[src/rtl/mac_cmd_sequencer_pkg.sv]
// Shared definitions for the MAC command sequencer: command/status codes,
// 3-bit state encodings, default parameters and the state-to-command decode.
package mac_cmd_sequencer_pkg;

    // Command codes driven on I towards the MAC control FSM
    localparam logic [1:0] CMD_NOP = 2'b00;
    localparam logic [1:0] CMD_ACC = 2'b01;
    localparam logic [1:0] CMD_CLR = 2'b10;
    localparam logic [1:0] CMD_OUT = 2'b11;

    // Status code returned on O when the MAC result is available
    localparam logic [1:0] RES_VALID = 2'b10;

    // Sequencer state encodings
    localparam logic [2:0] ST_IDLE = 3'd0;
    localparam logic [2:0] ST_CLR  = 3'd1;
    localparam logic [2:0] ST_ACC  = 3'd2;
    localparam logic [2:0] ST_OUT  = 3'd3;
    localparam logic [2:0] ST_WAIT = 3'd4;
    localparam logic [2:0] ST_DONE = 3'd5;

    localparam int unsigned DEF_LEN_W   = 8;
    localparam int unsigned DEF_TIMEOUT = 15;

    // Command presented while the sequencer sits in a given state
    function automatic logic [1:0] cmd_for_state(input logic [2:0] st);
        case (st)
            ST_CLR:  return CMD_CLR;
            ST_ACC:  return CMD_ACC;
            ST_OUT:  return CMD_OUT;
            default: return CMD_NOP;
        endcase
    endfunction

endpackage

[src/rtl/mac_seq_counter.sv]
// Loadable up-counter with synchronous clear, load and enable, plus an
// equality compare against a terminal value.
//   clk, rst_n : clock, asynchronous active-low reset (count -> 0)
//   clr        : synchronous clear (highest priority)
//   load       : load load_val
//   en         : increment by one
//   cmp_val    : terminal value for term_c
//   count      : registered count
//   term_c     : count == cmp_val (decoded from the register)
module mac_seq_counter #(
    parameter int unsigned W = 8
) (
    input  logic         clk,
    input  logic         rst_n,
    input  logic         clr,
    input  logic         load,
    input  logic [W-1:0] load_val,
    input  logic         en,
    input  logic [W-1:0] cmp_val,
    output logic [W-1:0] count,
    output logic         term_c
);

    // Counter register: clear > load > increment
    always_ff @(posedge clk or negedge rst_n) begin
        if (!rst_n) begin
            count <= '0;
        end else if (clr) begin
            count <= '0;
        end else if (load) begin
            count <= load_val;
        end else if (en) begin
            count <= count + W'(1);
        end
    end

    assign term_c = (count == cmp_val);

endmodule

[src/rtl/mac_cmd_sequencer.sv]
// Command-issuing end of the MAC control interface. Accepts a job (LEN),
// issues CLR, LEN x ACC and OUT on I, waits for RES_VALID on O (bounded by
// TIMEOUT cycles) and signals completion with a one-cycle DONE pulse.
//   CLK, S      : clock, asynchronous active-low reset
//   START, LEN  : job request and length, sampled only in IDLE
//   ABORT       : synchronous cancel of the running job (no DONE)
//   O           : status from the MAC control FSM
//   I           : command to the MAC control FSM
//   ADDR        : operand index for the current ACC step
//   READY       : high in IDLE only
//   DONE, ERR   : completion pulse; ERR=1 flags a timeout, held until next START
module mac_cmd_sequencer
    import mac_cmd_sequencer_pkg::*;
#(
    parameter int unsigned LEN_W   = DEF_LEN_W,
    parameter int unsigned TIMEOUT = DEF_TIMEOUT
) (
    input  logic             CLK,
    input  logic             S,
    input  logic             START,
    input  logic [LEN_W-1:0] LEN,
    input  logic             ABORT,
    input  logic [1:0]       O,
    output logic [1:0]       I,
    output logic [LEN_W-1:0] ADDR,
    output logic             READY,
    output logic             DONE,
    output logic             ERR
);

    localparam int unsigned TW = $clog2(TIMEOUT + 1);

    logic [2:0]       state;
    logic [2:0]       nxt;
    logic [LEN_W-1:0] len_q;
    logic [LEN_W-1:0] addr_last_c;
    logic             accept_c;
    logic             res_valid_c;
    logic             addr_term_c;
    logic             wait_term_c;
    logic             addr_clr_c;
    logic             addr_en_c;
    logic             wait_clr_c;
    logic             wait_load_c;
    logic             wait_en_c;
    logic [TW-1:0]    wait_cnt_unused;
    logic [1:0]       cmd_q;
    logic             ready_q;
    logic             done_q;
    logic             err_q;

    assign accept_c    = (state == ST_IDLE) && START;
    assign res_valid_c = (O == RES_VALID);
    assign addr_last_c = len_q - LEN_W'(1);

    // State register
    always_ff @(posedge CLK or negedge S) begin
        if (!S) begin
            state <= ST_IDLE;
        end else begin
            state <= nxt;
        end
    end

    // Next state and counter controls; ABORT outranks every busy transition
    always_comb begin
        nxt = state;
        if (state == ST_IDLE) begin
            if (START) begin
                nxt = ST_CLR;
            end
        end else if (ABORT) begin
            nxt = ST_IDLE;
        end else begin
            case (state)
                ST_CLR:  nxt = (len_q != '0) ? ST_ACC : ST_OUT;
                ST_ACC:  nxt = addr_term_c ? ST_OUT : ST_ACC;
                ST_OUT:  nxt = ST_WAIT;
                ST_WAIT: nxt = (res_valid_c || wait_term_c) ? ST_DONE : ST_WAIT;
                ST_DONE: nxt = ST_IDLE;
                default: nxt = ST_IDLE;
            endcase
        end

        // ADDR is 0 through CLR and the first ACC, then steps once per ACC
        addr_clr_c  = (nxt == ST_IDLE) || (nxt == ST_CLR);
        addr_en_c   = (state == ST_ACC) && (nxt == ST_ACC);
        // Wait counter reads 1 in the first WAIT cycle, so term hits on cycle TIMEOUT
        wait_clr_c  = (nxt == ST_IDLE);
        wait_load_c = (state == ST_OUT) && (nxt == ST_WAIT);
        wait_en_c   = (state == ST_WAIT) && (nxt == ST_WAIT);
    end

    // Registered outputs decoded from the next state, job length latch
    always_ff @(posedge CLK or negedge S) begin
        if (!S) begin
            len_q   <= '0;
            cmd_q   <= CMD_NOP;
            ready_q <= 1'b1;
            done_q  <= 1'b0;
            err_q   <= 1'b0;
        end else begin
            if (accept_c) begin
                len_q <= LEN;
            end
            cmd_q   <= cmd_for_state(nxt);
            ready_q <= (nxt == ST_IDLE);
            done_q  <= (nxt == ST_DONE);
            // A result arriving on the timeout cycle still counts as success
            if (accept_c) begin
                err_q <= 1'b0;
            end else if ((state == ST_WAIT) && (nxt == ST_DONE)) begin
                err_q <= !res_valid_c;
            end
        end
    end

    // Operand index counter
    mac_seq_counter #(
        .W (LEN_W)
    ) u_addr_cnt (
        .clk      (CLK),
        .rst_n    (S),
        .clr      (addr_clr_c),
        .load     (1'b0),
        .load_val (LEN_W'(0)),
        .en       (addr_en_c),
        .cmp_val  (addr_last_c),
        .count    (ADDR),
        .term_c   (addr_term_c)
    );

    // WAIT-state timeout counter
    mac_seq_counter #(
        .W (TW)
    ) u_wait_cnt (
        .clk      (CLK),
        .rst_n    (S),
        .clr      (wait_clr_c),
        .load     (wait_load_c),
        .load_val (TW'(1)),
        .en       (wait_en_c),
        .cmp_val  (TW'(TIMEOUT)),
        .count    (wait_cnt_unused),
        .term_c   (wait_term_c)
    );

    assign I     = cmd_q;
    assign READY = ready_q;
    assign DONE  = done_q;
    assign ERR   = err_q;

endmodule
[config.mk]
export PLATFORM = sky130hd
export DESIGN_NAME = mac_cmd_sequencer
export DESIGN_NICKNAME = d
export VERILOG_FILES = /design/src/rtl/mac_cmd_sequencer_pkg.sv /design/src/rtl/mac_seq_counter.sv /design/src/rtl/mac_cmd_sequencer.sv
export SDC_FILE = /design/constraint.sdc
export NUM_CORES = 1
export LEC_CHECK = 0
export CAP_MARGIN = 20
export CORE_UTILIZATION = 36
export CTS_BUF_LIST = sky130_fd_sc_hd__clkbuf_16
export DETAILED_ROUTE_END_ITERATION = 8
export PLACE_DENSITY = 0.65
export SLEW_MARGIN = 20
export SYNTH_ARGS = -nofsm -noshare
export SYNTH_HDL_FRONTEND = slang
export SYNTH_SLANG_ARGS = --single-unit
[constraint.sdc]
create_clock -name CLK -period 3.4 [get_ports CLK]
set_input_delay 0.34 -clock CLK [delete_from_list [all_inputs] [get_ports CLK]]
set_output_delay 0.34 -clock CLK [all_outputs]
set_load 0.005 [all_outputs]
==> results.sh <==
export IMPL_status="complete, no violations"
export IMPL_track_usage_pct=15.8
export IMPL_syn2layout_area_growth_pct=24.7
export IMPL_grt_ovfl_total=0
export IMPL_path_class="reg2reg"
export IMPL_p_switching_uw=491
export IMPL_vdd_ir_drop_max_v=0.000188
export IMPL_synth_distinct_cells=47
export IMPL_internal_power_uw=835
export IMPL_r2r_worst_path_cells=9
export IMPL_cts_setup_buffers=0
export IMPL_clock_sinks=28
export IMPL_dr_pass1_iters=4
export IMPL_route_detailed_drc=0
export IMPL_grt_pass1_wl_um=6110
export IMPL_cts_resized=0
export IMPL_start_kind="flip-flop"
export IMPL_worst_slack_ns=0.642
export IMPL_gp_congestion=0.803
export IMPL_post_place_ws_ns=0.656
export IMPL_detailed_place_hpwl_um=2560
export IMPL_insertion_delay_ns=0.26
export IMPL_cts_root_buf="clkbuf_16"
export IMPL_rsz0062_at_grt="no"
export IMPL_seqCellArea_sq_um=702
export IMPL_antenna_found_initial=0
export IMPL_synth_async_sr_flop_share_pct=100
export IMPL_n_fill_cell=420
export IMPL_grtUsageMet1_pct=23.8
export IMPL_syn_area_sq_um=1640
export IMPL_cpPeakStageDelay_ns=0.48
export IMPL_grt_pass1_vias=1260
export IMPL_die_h_um=69.6
export IMPL_antenna_left=0
export IMPL_tightest_slew_ns=0.617
export IMPL_post_dp_cell_area_sq_um=1970
export IMPL_cts_tree="built"
export IMPL_synth_yosys_seq_area_share_pct=42.7
export IMPL_drt_iter0_markers=78
export IMPL_cts_clk_slew_worst_paths_ns=0.07
export IMPL_dp_cells=240
export IMPL_start_util_pct=37.5
export IMPL_end_kind="flip-flop"
export IMPL_via_per_inst=5.50
export IMPL_core_area_sq_um=4380
export IMPL_crit_arrival_ns=2.91
export IMPL_diodes=0
export IMPL_required_ns=3.55
export IMPL_multiInputGateArea_sq_um=895
export IMPL_grt_use_met3_pct=2.33
export IMPL_p_leak_uw=0.000896
export IMPL_yosysTopAreaCellShare_pct=41.1
export IMPL_hold_buffers=0
export IMPL_syn_area_per_cell_sq_um=9.90
export IMPL_nNetsFinal=211
export IMPL_vias=1343
export IMPL_drv_slew=0
export IMPL_cp_slowest_cell="a2111oi_0"
export IMPL_grt_busiest_layer="met1"
export IMPL_synth_seq_cells=28
export IMPL_cts_buffers=3
export IMPL_yosys_area_top_type="dfrtp_1"
export IMPL_final_period_utilization_pct=81.1
export IMPL_crit_chain="inv_1 > ha_1 > o21bai_1 > a2111oi_0 > a311oi_2 > a2111oi_2 > a311o_2 > o21ai_0 > a32o_1"
export IMPL_finalSetupTns_ns=0
export IMPL_finalWirelength_um=3550
export IMPL_synthesis_nets=184
export IMPL_grtUsageMet2_pct=22.4
export IMPL_fmax_mhz=363
export IMPL_drv_cap=0
export IMPL_drive_above_1_share_pct=10.9
export IMPL_finClkSkew_ns=0.00351
export IMPL_maxSlewHeadroom_pct=58.6
export IMPL_p_clk_share_pct=20.5
export IMPL_synthTopCellsByCount="dfrtp_1, nand2_1, a21oi_1"
export IMPL_die_x_um=69.6
export IMPL_routedWlPerCell_um=14.6
export IMPL_final_area_sq_um=2050
export IMPL_synth_most_common_cell="dfrtp_1"
export IMPL_htree_num_levels=1
export IMPL_rows=24
export IMPL_synth_cells=166
export IMPL_layout_min_cycle_time_ns=2.76
export IMPL_synth_edf_count=0
export IMPL_top_level_ports=27
export IMPL_worstHoldPathType="in2async"
export IMPL_power_density_nw_per_um2=647
export IMPL_grt_max_degree=29
export IMPL_p_comb_share_pct=38.2
export IMPL_synthFlopType="dfrtp_1"
export IMPL_ys_top_cells_by_area="dfrtp_1, mux2_2, xnor2_1, mux2i_1, nand2_1"
export IMPL_cts_buffer_depth=2
export IMPL_fin_cells=244
export IMPL_hold_violations=0
export IMPL_crit_path_max_fanout=8
export IMPL_seqPwrFrac_pct=41.3
export IMPL_switching_share_pct=37.0
export IMPL_io_buffer_count=26
export IMPL_finalSetupViolCount=0
export IMPL_die_area_sq_um=4840
export IMPL_yosys_warnings=0
registers in the layout, indices dropped and copies added (netlist names):
name,flops
state,3
u_wait_cnt.count,4
ERR,1
READY,1
len_q,8
u_addr_cnt.count,8
DONE,1
I,2
per-layer routing:
layer / up-vias / share of wire (%)
met1: 653 / 50
met3: 7 / 3.4
li1: 651 / -
met2: 32 / 44
met4: 0 / 1.8
met5: - / 0
path summary, 6_finish.rpt:
check	startpoint	endpoint	slack, ns
min in group CLK	u_wait_cnt.count[1]$_DFFE_PN0P_	u_wait_cnt.count[1]$_DFFE_PN0P_	0.54
worst max-delay path	len_q[0]$_DFFE_PN0P_	u_wait_cnt.count[0]$_DFFE_PN0P_	0.64
max in group asynchronous	S	READY$_DFF_PN1_	2.63
worst min-delay path	S	u_wait_cnt.count[2]$_DFFE_PN0P_	0.46
worst max register to register	len_q[0]$_DFFE_PN0P_	u_wait_cnt.count[0]$_DFFE_PN0P_	0.64
worst min register to register	u_wait_cnt.count[1]$_DFFE_PN0P_	u_wait_cnt.count[1]$_DFFE_PN0P_	0.54
power by group through the flow:
stage                     Clock, uW  Sequential, uW  Combinational [uW]
final                           272             548                 507
after global routing            293             565                 566
after CTS                       277             546                 510
after detailed placement          0             551                 509
after global placement            0             550                 508
after floorplan                   0             502                 396
final cells by class:
cell class	count	share of cell area [%]
multi-input combinational	124	43.7
sequential	28	34.2
timing repair buffer	29	13.8
clock buffer	3	3.66
tap	52	3.17
inverter	7	1.28
clock inverter	1	0.183
placed cells by master, fill, tap and decap left out, types with 3 or more instances in the layout:
master / n
mux2i_1: 6
inv_1: 8
xor2_1: 4
nand2b_1: 6
buf_4: 3
dfrtp_1: 27
and2_1: 3
nand3_1: 5
nor2_1: 8
clkdlybuf4s50_1: 26
and3_1: 3
nand4_1: 4
ha_1: 4
clkbuf_16: 3
mux2_2: 6
o21ai_0: 4
a21oi_1: 9
a211o_1: 3
nand2_1: 15
nor3_1: 5
xnor2_1: 7
cell families (layout without fill, tap and decap cells):
group,after synthesis,in the layout,share of synthesized area (%)
adder cells (fa/ha/maj),4,4,3.04
buffers and inverters,14,40,3.27
AO/OA/AOI/OAI,31,31,14.2
AND/OR/NAND/NOR,66,66,23.2
multiplexers,12,12,7.76
XOR/XNOR,11,11,5.86
flip-flops,28,28,42.7
critical path: cells and delay by family, from the launching register on:
| kind | cells | cell delay (ns) |
|---|---|---|
| flip-flops | 1 | 0.44 |
| buffers and inverters | 1 | 0.10 |
| adder cells (fa/ha/maj) | 1 | 0.30 |
| AO/OA/AOI/OAI | 7 | 1.80 |
stage by stage:
| stage | util (%) | hold slack [ns] | power [uW] |
|---|---|---|---|
| after floorplan | - | 0.0444 | 898 |
| after global placement | 44.9 | 0.519 | 1060 |
| after detailed placement | 44.9 | 0.521 | 1060 |
| after CTS | 46.7 | 0.468 | 1330 |
| after global routing | 46.7 | 0.491 | 1420 |
| final | 46.7 | 0.455 | 1330 |
Power figures use the tool's default switching activity.
